===== src/rtl/mem_pkg.sv =====
// Shared types and encodings for the RV64I memory stage: FSM states, load/store
// funct3 codes, writeback result-source selects and access-size helpers.
package mem_pkg;

  typedef enum logic [0:0] {
    IDLE = 1'b0,
    BUSY = 1'b1
  } state_e;

  localparam logic [2:0] F3_B  = 3'b000;
  localparam logic [2:0] F3_H  = 3'b001;
  localparam logic [2:0] F3_W  = 3'b010;
  localparam logic [2:0] F3_D  = 3'b011;
  localparam logic [2:0] F3_BU = 3'b100;
  localparam logic [2:0] F3_HU = 3'b101;
  localparam logic [2:0] F3_WU = 3'b110;

  localparam logic [1:0] RS_ALU = 2'b00;
  localparam logic [1:0] RS_MEM = 2'b01;
  localparam logic [1:0] RS_PC4 = 2'b10;

  // Byte-enable pattern for an access of the given size, before shifting to its offset.
  function automatic logic [7:0] size_mask(input logic [1:0] size);
    logic [7:0] m;
    case (size)
      2'b00:   m = 8'h01;
      2'b01:   m = 8'h03;
      2'b10:   m = 8'h0F;
      2'b11:   m = 8'hFF;
      default: m = 8'h00;
    endcase
    return m;
  endfunction

  function automatic logic is_misaligned(input logic [2:0] offset, input logic [2:0] funct3,
                                         input logic is_load, input logic is_store);
    logic bad;
    case (funct3[1:0])
      2'b00:   bad = 1'b0;
      2'b01:   bad = offset[0];
      2'b10:   bad = (offset[1:0] != 2'b00);
      2'b11:   bad = (offset != 3'b000);
      default: bad = 1'b1;
    endcase
    if (is_load && (funct3 == 3'b111)) begin
      bad = 1'b1;
    end else if (is_store && funct3[2]) begin
      bad = 1'b1;
    end else begin
      bad = bad;
    end
    return bad;
  endfunction

endpackage


===== src/rtl/memory_stage_load_extend.sv =====
// Combinational load formatter: selects the addressed lane of a read doubleword
// and sign- or zero-extends it according to funct3.
module load_extend
  import mem_pkg::*;
(
  input  logic [63:0] i_rdata,
  input  logic [2:0]  i_offset,
  input  logic [2:0]  i_funct3,
  output logic [63:0] o_data
);

  logic [63:0] w_lane;

  assign w_lane = i_rdata >> {i_offset, 3'b000};

  // Size/sign selection; the reserved encoding yields zero.
  always_comb begin
    o_data = 64'd0;
    case (i_funct3)
      F3_B:    o_data = {{56{w_lane[7]}}, w_lane[7:0]};
      F3_H:    o_data = {{48{w_lane[15]}}, w_lane[15:0]};
      F3_W:    o_data = {{32{w_lane[31]}}, w_lane[31:0]};
      F3_D:    o_data = w_lane;
      F3_BU:   o_data = {56'd0, w_lane[7:0]};
      F3_HU:   o_data = {48'd0, w_lane[15:0]};
      F3_WU:   o_data = {32'd0, w_lane[31:0]};
      default: o_data = 64'd0;
    endcase
  end

endmodule


===== src/rtl/memory_stage.sv =====
// RV64I MEM stage with MEM/WB register: drives a variable-latency data memory
// through a req/response handshake and stalls upstream while an access is open.
module memory_stage
  import mem_pkg::*;
#(
  parameter int              XLEN      = 64,
  parameter logic [XLEN-1:0] RESET_PC4 = 64'h0
) (
  input  logic            clk,
  input  logic            rst_n,
  input  logic            Valid_M,
  input  logic [XLEN-1:0] ALUResult_M,
  input  logic [XLEN-1:0] WriteData_M,
  input  logic [XLEN-1:0] PCPlus4_M,
  input  logic [4:0]      Rd_M,
  input  logic            RegWrite_M,
  input  logic [1:0]      ResultSrc_M,
  input  logic            MemRead_M,
  input  logic            MemWrite_M,
  input  logic [2:0]      Funct3_M,
  output logic            DMemReq,
  output logic            DMemWe,
  output logic [XLEN-1:0] DMemAddr,
  output logic [XLEN-1:0] DMemWData,
  output logic [7:0]      DMemBe,
  input  logic [XLEN-1:0] DMemRData,
  input  logic            DMemRspValid,
  output logic            Stall_M,
  output logic [XLEN-1:0] ALUResult_W,
  output logic [XLEN-1:0] ReadData_W,
  output logic [XLEN-1:0] PCPlus4_W,
  output logic [1:0]      ResultSrc_W,
  output logic [4:0]      Rd_W,
  output logic            RegWrite_W,
  output logic            Valid_W,
  output logic            Misaligned_W
);

  state_e          r_state;
  state_e          w_next;
  logic [2:0]      w_offset;
  logic            w_access;
  logic            w_mis;
  logic            w_mis_acc;
  logic            w_req;
  logic            w_done;
  logic            w_capture;
  logic [7:0]      w_be;
  logic [XLEN-1:0] w_wdata;
  logic [XLEN-1:0] w_ext;

  assign w_offset  = ALUResult_M[2:0];
  assign w_access  = Valid_M & (MemRead_M | MemWrite_M);
  assign w_mis     = is_misaligned(w_offset, Funct3_M, MemRead_M, MemWrite_M);
  assign w_mis_acc = w_access & w_mis & (r_state == IDLE);
  assign w_done    = (r_state == BUSY) & DMemRspValid;

  // Request is qualified with rst_n so an aborted access drops it the moment reset asserts.
  assign w_req     = rst_n & (((r_state == IDLE) & w_access & ~w_mis) | (r_state == BUSY));
  assign w_capture = ((r_state == IDLE) & ~(w_access & ~w_mis)) | w_done;
  assign w_be      = size_mask(Funct3_M[1:0]) << w_offset;

  assign DMemReq   = w_req;
  assign DMemWe    = w_req & MemWrite_M;
  assign DMemBe    = w_req ? w_be : 8'h00;
  assign DMemAddr  = {ALUResult_M[XLEN-1:3], 3'b000};
  assign DMemWData = w_wdata;
  assign Stall_M   = w_req & ~w_done;

  // Store data replicated across every lane so the byte enables alone pick the target bytes.
  always_comb begin
    w_wdata = WriteData_M;
    case (Funct3_M[1:0])
      2'b00:   w_wdata = {8{WriteData_M[7:0]}};
      2'b01:   w_wdata = {4{WriteData_M[15:0]}};
      2'b10:   w_wdata = {2{WriteData_M[31:0]}};
      2'b11:   w_wdata = WriteData_M;
      default: w_wdata = WriteData_M;
    endcase
  end

  load_extend u_load_extend (
    .i_rdata  (DMemRData),
    .i_offset (w_offset),
    .i_funct3 (Funct3_M),
    .o_data   (w_ext)
  );

  // Access FSM next-state.
  always_comb begin
    w_next = r_state;
    case (r_state)
      IDLE:    w_next = (w_access && !w_mis) ? BUSY : IDLE;
      BUSY:    w_next = DMemRspValid ? IDLE : BUSY;
      default: w_next = IDLE;
    endcase
  end

  // State register.
  always_ff @(posedge clk or negedge rst_n) begin
    if (!rst_n) begin
      r_state <= IDLE;
    end else begin
      r_state <= w_next;
    end
  end

  // MEM/WB register; cycles without a completed instruction insert a bubble.
  always_ff @(posedge clk or negedge rst_n) begin
    if (!rst_n) begin
      ALUResult_W  <= '0;
      ReadData_W   <= '0;
      PCPlus4_W    <= RESET_PC4;
      ResultSrc_W  <= 2'b00;
      Rd_W         <= 5'd0;
      RegWrite_W   <= 1'b0;
      Valid_W      <= 1'b0;
      Misaligned_W <= 1'b0;
    end else begin
      ALUResult_W <= ALUResult_M;
      PCPlus4_W   <= PCPlus4_M;
      ResultSrc_W <= ResultSrc_M;
      Rd_W        <= Rd_M;
      if (w_capture) begin
        Valid_W      <= Valid_M;
        RegWrite_W   <= Valid_M & RegWrite_M & ~w_mis_acc;
        Misaligned_W <= w_mis_acc;
        ReadData_W   <= (w_done && MemRead_M) ? w_ext : '0;
      end else begin
        Valid_W      <= 1'b0;
        RegWrite_W   <= 1'b0;
        Misaligned_W <= 1'b0;
        ReadData_W   <= '0;
      end
    end
  end

endmodule


===== config.mk =====
export PLATFORM = sky130hd
export DESIGN_NAME = memory_stage
export DESIGN_NICKNAME = d
export VERILOG_FILES = /design/src/rtl/mem_pkg.sv /design/src/rtl/memory_stage_load_extend.sv /design/src/rtl/memory_stage.sv
export SDC_FILE = /design/constraint.sdc
export NUM_CORES = 1
export LEC_CHECK = 0
export CORE_AREA = 5 5 235 237
export CTS_BUF_LIST = sky130_fd_sc_hd__clkbuf_4 sky130_fd_sc_hd__clkbuf_8
export CTS_CLUSTER_DIAMETER = 200
export DETAILED_ROUTE_END_ITERATION = 8
export DIE_AREA = 0 0 240 242
export PLACE_DENSITY = 0.56
export SLEW_MARGIN = 20
export SYNTH_ARGS = -nofsm -noshare
export SYNTH_HDL_FRONTEND = slang
export SYNTH_SLANG_ARGS = --single-unit

===== constraint.sdc =====
create_clock -name clk -period 3 [get_ports clk]
set_input_delay 0.3 -clock clk [delete_from_list [all_inputs] [get_ports clk]]
set_output_delay 0.3 -clock clk [all_outputs]
set_load 0.02 [all_outputs]

==> results.tsv, run 1 <==
stage	metric	value	unit
clock_network	cts_tree	built	
yosys	syn-instance-count	811	
yosys	yosys_warnings	0	
timing	hold_violations	0	
worst_setup_path	timing.rr.end	ReadData_W[1]	
place	numPortBuffers	610	
pwr	power_density	474	mW/mm2
yosys	synthTopCellsByArea	dfrtp_1 56%, buf_4 6.5%, mux2i_1 6.5%	
floorplan	die_width	240	um
worst_setup_path	endpoint_kind	output pin	
cells_and_area	fillCellCount	5408	
global_routing	antenna_found_initial	20	
pwr	combPwrFrac	0.241	
route	drt-total-wl	53.9	mm
yosys	syn_area	0.00914	mm2
worst_setup_path	critical_path_class	in -> out	
cells_and_area	final_cell_area	0.0166	mm2
min_path	hold_path_class	in -> async	
global_routing	grt_pass1_vias	9504	
yosys	synth-seq-area-share	0.556	
worst_setup_path	worstReg2RegStart	r_state	
timing	slew_headroom	0.432	
pwr	p_sw	0.00226	W
yosys	synth_area_leader_cell	dfrtp_1	
route	drt_iter0_markers	421	
clock_network	cts_max_path_buffers	3	
yosys	async_flop_share	1.00	
worst_setup_path	r2r_setup_slack	1.65	ns
timing	fin_skew	0.0154	ns
worst_setup_path	startpoint_type	input port	
pwr	switching_share	0.286	
pwr	leakage	6.88	nW
floorplan	initial_core_util	0.172	
route	firstDrtPassIters	5	
pwr	p_int	0.00563	W
clock_network	cts-buffers-inserted	38	
global_routing	grt_overflow	0	
route	ant_nets	0	
timing	period_needed	2.96	ns
yosys	yosys.area.top_type_share	0.556	
floorplan	die_area	0.0581	mm2
clock_network	cts_max_level	2	
yosys	synth-seq-cells	203	
route	vias_per_cell	4.16	
floorplan	rows	85	
run	cap_violations	0	
pwr	power_frac_seq	0.365	
yosys	synth_flop_cell	dfrtp_1	
worst_setup_path	arrival	2.66	ns
pwr	p_clk_frac	0.394	
timing	setup_viol	0	
timing	fin_crit_sh	0.986	
clock_network	cts_sinks	203	
yosys	synth_edf_count	0	
timing	whs	0.139	ns
cells_and_area	layout.nets	1659	
worst_setup_path	critPathMaxFanout	9	
route	drc	0	
timing	rsz0062_at_grt	false	
timing	worst_pin_slew	0.852	ns
clock_network	cts-root-buf	clkbuf_8	
clock_network	insertion_delay	0.57	ns
global_routing	grt_pass1_wl	72.5	mm
route	vias	8792	
worst_setup_path	r2r_cells	3	
status	status	completed	
cells_and_area	area_delta_synth_final	82.2	%
cells_and_area	drive_gt1_frac	0.132	
pwr	peakVddDrop	0.242	mV
place	placed_area	0.0157	mm2
place	gp_congestion	0.877	
clock_network	cts.clk_slew.worst_paths	0.07	ns
route	routedWlPerCell	25.5	um
timing	max_freq	338	MHz
yosys	synth_area_per_cell	11.3	um2
floorplan	fp.dieH	242	um
place	dpl.hpwl	43.9	mm
yosys	ys_types	48	
global_routing	grt_max_degree	112	
global_routing	grtUsageTotal	0.175	
worst_setup_path	worst_ep_required_time	2.70	ns
floorplan	core-area	0.0531	mm2
timing	slew_violations	0	
timing	setup-tns-final	0	ns
floorplan	io_pins	614	
[layout by cell type, fill, tap and decap left out, drive strengths merged, types with 7 or more instances in the layout]
cell type	count
a211oi	13
nor2b	7
clkdlybuf4s50	600
inv	16
clkbuf	52
a21oi	107
and2	7
o2bb2ai	7
mux4	15
nor2	25
a2bb2oi	7
buf	59
mux2	35
dfrtp	203
nand2	111
o22ai	20
mux2i	59
clkinv	8
a21o	9
diode	7
[worst max path at each step]
stage                         startpoint        end  cells past startpoint
final                          MemRead_M  DMemBe[5]                      7
after CTS                      MemRead_M  DMemBe[6]                      7
after floorplan           ALUResult_M[1]  DMemBe[6]                      6
after global placement         MemRead_M  DMemBe[6]                      7
after detailed placement       MemRead_M  DMemBe[6]                      7
after global routing           MemRead_M  DMemBe[5]                      7
[power groups by stage]
| stage | Combinational, W | Clock [W] | Sequential [W] |
|---|---|---|---|
| finish | 0.00190 | 0.00311 | 0.00288 |
| global route | 0.00201 | 0.00334 | 0.00289 |
| CTS | 0.00193 | 0.00327 | 0.00288 |
| detailed placement | 0.00192 | 0 | 0.00293 |
| global placement | 0.00191 | 0 | 0.00293 |
| floorplan | 0.000651 | 0 | 0.00307 |
[synthesized netlist by cell type, types with 2 or more instances]
master / n
dfrtp_1: 203
nand2_1: 111
a21oi_1: 107
buf_4: 79
mux2i_1: 59
mux2_2: 32
nor2_1: 25
clkbuf_1: 22
o22ai_1: 20
buf_2: 17
mux4_2: 15
inv_1: 13
a211oi_1: 12
a21o_1: 9
buf_1: 9
a2bb2oi_1: 7
nor2b_1: 7
o2bb2ai_1: 7
and2_0: 5
nor4_1: 5
nand2b_1: 4
nor3_1: 4
o21ai_0: 4
mux2_1: 3
or3_1: 3
a2111oi_2: 2
and2_1: 2
inv_2: 2
nand3_1: 2
o211ai_1: 2
or2_1: 2
[through the flow]
step / instances / utilization / worst slack [ns] / power [W]
2_1_floorplan: 813 / - / 0.706 / 0.00372
3_3_place_gp: 2041 / 0.297 / 0.0874 / 0.00484
3_5_place_dp: 2041 / 0.297 / 0.0639 / 0.00485
4_1_cts: 2108 / 0.313 / 0.0639 / 0.00808
5_1_grt: 2111 / 0.313 / 0.000626 / 0.00824
6_report: 2115 / 0.314 / 0.0420 / 0.00788
[layer usage]
| metal | wire (um) | vias to the layer above | share of wire | GRT usage |
|---|---|---|---|---|
| li1 | - | 3912 | - | - |
| met1 | 17500 | 4234 | 0.32 | 0.166 |
| met2 | 29700 | 534 | 0.55 | 0.349 |
| met3 | 4920 | 88 | 0.091 | 0.0610 |
| met4 | 1610 | 24 | 0.030 | 0.0517 |
| met5 | 148 | - | 0.0027 | 0 |
[worst max-delay path: stages]
cell and delay [ns]:
clkdlybuf4s50_1 0.45, a31o_2 0.27, a222oi_1 0.32, and2b_1 0.20, o21ai_2 0.17, a211oi_1 0.29
clkdlybuf4s50_1 0.67
[state kept, by name, indices dropped and copies added, names as in the netlist]
register / flops
ALUResult_W: 64
PCPlus4_W: 64
ReadData_W: 64
Rd_W: 5
ResultSrc_W: 2
Misaligned_W: 1
RegWrite_W: 1
Valid_W: 1
r_state: 1
[cell families (layout without fill, tap and decap cells)]
kind of cell | Yosys count | count (layout) | synth area share
muxes | 109 | 109 | 0.145
other | 1 | 10 | 0.000410
buffers and inverters | 144 | 743 | 0.0947
and+or+nand+nor | 176 | 176 | 0.0834
DFF | 203 | 203 | 0.556
AOI/OAI and AO/OA | 178 | 178 | 0.121
[final cells by class]
| cell class | instances | area [um2] | share of cell area |
|---|---|---|---|
| Clock inverter | 14 | 189 | 0.0113 |
| Timing Repair Buffer | 661 | 6520 | 0.392 |
| Sequential cell | 203 | 5080 | 0.305 |
| Inverter | 16 | 60.1 | 0.00361 |
| Multi-Input combinational cell | 466 | 3220 | 0.193 |
| Tap cell | 696 | 871 | 0.0523 |
| Clock buffer | 52 | 691 | 0.0415 |
| Antenna cell | 7 | 17.5 | 0.00105 |
[what timing repair did]
action,in CTS,in global routing
hold endpoints to repair,32,0
hold buffers,1,0
resized for setup,0,1
endpoints found under the setup margin,0,1
setup buffers,0,0
No activity file was read; power rests on OpenSTA's default activity.
==> inputs of run 2 (changes only) <==
--- a/config.mk
+++ b/config.mk
@@ -5,6 +5,7 @@
 export SDC_FILE = /design/constraint.sdc
 export NUM_CORES = 1
 export LEC_CHECK = 0
+export CAP_MARGIN = 5
 export CORE_AREA = 5 5 235 237
 export CTS_BUF_LIST = sky130_fd_sc_hd__clkbuf_4 sky130_fd_sc_hd__clkbuf_8
 export CTS_CLUSTER_DIAMETER = 200
==> results of run 2 <==
Same layout as run 1: the final DEF is identical, and so are final timing and power.
==> inputs of run 3 (changes only) <==
--- a/config.mk
+++ b/config.mk
@@ -11,7 +11,7 @@
 export CTS_CLUSTER_DIAMETER = 200
 export DETAILED_ROUTE_END_ITERATION = 8
 export DIE_AREA = 0 0 240 242
-export PLACE_DENSITY = 0.56
+export PLACE_DENSITY = 0.46
 export SLEW_MARGIN = 20
 export SYNTH_ARGS = -nofsm -noshare
 export SYNTH_HDL_FRONTEND = slang
==> run 3 against run 2 <==
  * Clock power fell by 3%
  * Flip-flop and latch count did not move
  * Non-clock buffer count rose by 4
  * Clock-buffer cell count rose by 9
  * Hold slack got worse by 0.030 ns
  * Die area did not move
==> results.tsv, run 3 (synthesized netlist as in run 1, its figures left out) <==
stage	metric	value	unit	change
pwr	switching_share	0.286		-0.000544
clock_network	cts.clk_slew.worst_paths	0.06	ns	about the same
worst_setup_path	r2r_setup_slack	1.60	ns	-0.05 ns
floorplan	io_pins	614		unchanged
min_path	hold_path_class	in -> async		
clock_network	cts_max_level	2		unchanged
clock_network	cts-root-buf	clkbuf_8		
timing	worst_pin_slew	1.05	ns	+0.198 ns
place	dpl.hpwl	42.6	mm	-3.0%
clock_network	cts_tree	built		
global_routing	grt_pass1_vias	9543		+0.41%
route	drt-total-wl	51.9	mm	-3.7%
worst_setup_path	worst_ep_required_time	2.70	ns	about the same
pwr	p_int	0.00555	W	-1.4%
timing	slew_headroom	0.298		-0.134
place	numPortBuffers	610		unchanged
worst_setup_path	cpMostUsedCell	clkdlybuf4s50_1		
worst_setup_path	crit_start	MemWrite_M		
pwr	power_frac_seq	0.371		+0.006
floorplan	rows	85		unchanged
timing	setup-tns-final	0	ns	unchanged
global_routing	antenna_found_initial	20		unchanged
cells_and_area	area_delta_synth_final	82.4	%	
global_routing	grt_overflow	0		unchanged
floorplan	fp.dieH	242	um	unchanged
status	status	completed		
floorplan	die_area	0.0581	mm2	unchanged
cells_and_area	instances_no_fill	2121		+0.28%
timing	setup_viol	0		unchanged
pwr	power	0.00777	W	-1.5%
clock_network	postCtsSetupBuffers	0		unchanged
route	vias	8711		-0.92%
timing	max_freq	349	MHz	+3.1%
clock_network	cts_max_path_buffers	3		unchanged
worst_setup_path	r2r_cells	3		unchanged
route	drt_iter0_markers	262		-38%
cells_and_area	reg_top3	ALUResult_W x64, PCPlus4_W x64, ReadData_W x64		
pwr	p_sw	0.00222	W	-1.6%
worst_setup_path	timing.rr.end	ReadData_W[6]		
route	routedWlPerCell	24.5	um	-4.0%
cells_and_area	layout.cells.most_common_list	599 x clkdlybuf4s50_1, 203 x dfrtp_1, 111 x nand2_1, 107 x a21oi_1, 59 x mux2i_1		
route	firstDrtPassIters	5		unchanged
timing	fin_crit_sh	0.956		-0.0299
worst_setup_path	critPathMaxFanout	10		+1
clock_network	insertion_delay	0.57	ns	about the same
worst_setup_path	critical_path.max_stage_delay	0.65	ns	-0.02 ns
timing	rsz0062_at_grt	false		
global_routing	grt_max_degree	130		+16%
floorplan	core-area	0.0531	mm2	unchanged
pwr	peakVddDrop	0.206	mV	-15%
clock_network	cts-buffers-inserted	40		+5.3%
timing	hold_violations	0		unchanged
worst_setup_path	startpoint_type	input port		
cells_and_area	utilization	0.314		+0.000425
floorplan	die_width	240	um	unchanged
global_routing	grt_pass1_wl	71.3	mm	-1.7%
timing	slew_violations	0		unchanged
pwr	power_density	466	mW/mm2	-1.6%
pwr	p_clk_frac	0.388		-0.006
pwr	leakage	6.93	nW	+0.74%
worst_setup_path	arrival	2.57	ns	-0.09 ns
place	gp_congestion	0.858		-2.2%
global_routing	grtUsageTotal	0.171		-0.00483
worst_setup_path	endpoint_kind	output pin		
clock_network	cts_sinks	203		unchanged
worst_setup_path	worstReg2RegStart	r_state		
timing	period_needed	2.87	ns	-0.0896 ns
worst_setup_path	path_cells	clkdlybuf4s50_1, a31o_2, a222oi_1, and2b_1, o21ai_2, buf_4, a221oi_2, clkdlybuf4s50_1		
cells_and_area	layout_commonest_cell	clkdlybuf4s50_1		
place	dp_cells	2044		+0.15%
route	ant_nets	0		unchanged
cells_and_area	layout.nets	1665		+0.36%
cells_and_area	drive_gt1_frac	0.134		+0.00217
worst_setup_path	critical_path_class	in -> out		
timing	fin_skew	0.0365	ns	+0.0211 ns
run	cap_violations	0		unchanged
pwr	combPwrFrac	0.242		about the same
floorplan	initial_core_util	0.172		unchanged
worst_setup_path	cp_slowest_cell	clkdlybuf4s50_1		
route	vias_per_cell	4.11		-1.2%
route	drc	0		unchanged
run 3: changes by cell type in the layout (fill, tap and decap cells not counted), sizes merged:
cell           before  now
buf                59   61
bufinv              4    2
clkbuf             52   61
clkdlybuf4s50     600  599
clkinv              8    5
diode               7    6
dlygate4sd3         1    2
dlymetal6s2s        1    3
inv                16   15
run 3: final cells by class:
class,instances,area [um2]
Sequential cell,203,5080
Clock inverter,8,106
Tap cell,696,871
Timing Repair Buffer,665,6570
Multi-Input combinational cell,466,3210
Clock buffer,61,752
Inverter,16,60.1
Fill cell,5400,36400
Antenna cell,6,15.0
run 3: power groups by stage:
stage	clock [W]	sequential, W	combinational [W]
floorplan	0	0.00307	0.000651
global placement	0	0.00293	0.00191
detailed placement	0	0.00293	0.00190
CTS	0.00315	0.00288	0.00192
global route	0.00325	0.00289	0.00200
finish	0.00301	0.00288	0.00188
run 3: through the flow:
stage | setup WS (ns) | cell area [um2] | hold WS (ns)
3_3_place_gp | -0.0117 | 15800 | 0.114
2_1_floorplan | 0.706 | 9150 | 0.00441
6_report | 0.132 | 16700 | 0.109
4_1_cts | 0.0170 | 16600 | 0.0363
3_5_place_dp | 0.0376 | 15800 | 0.115
5_1_grt | 0.00885 | 16700 | 0.0754
run 3: how the worst max path moves through the flow:
| stage | endpoint | slack, ns | cells past startpoint |
|---|---|---|---|
| floorplan | DMemBe[6] | 0.71 | 6 |
| CTS | DMemBe[1] | 0.02 | 8 |
| detailed placement | DMemBe[1] | 0.04 | 8 |
| global route | DMemBe[7] | 0.009 | 8 |
| global placement | DMemBe[1] | -0.01 | 8 |
| finish | DMemBe[7] | 0.13 | 8 |
run 3: metal layers:
metal	track usage	part of all wire	vias to the layer above
met5	0	0.0033	-
met4	0.0731	0.049	28
met3	0.0719	0.10	109
met2	0.312	0.51	480
met1	0.167	0.33	4162
li1	-	-	3932
run 3: worst max-delay path, delay by kind of cell:
family,cells,cell delay (ns)
buffers and inverters,3,1.30
AOI/OAI and AO/OA,4,0.77
and+or+nand+nor,1,0.19
run 3: repair_timing:
item	CTS	global route
hold endpoints to repair	136	0
setup endpoints to repair	0	3
gates resized for setup	0	3
hold buffers	2	0
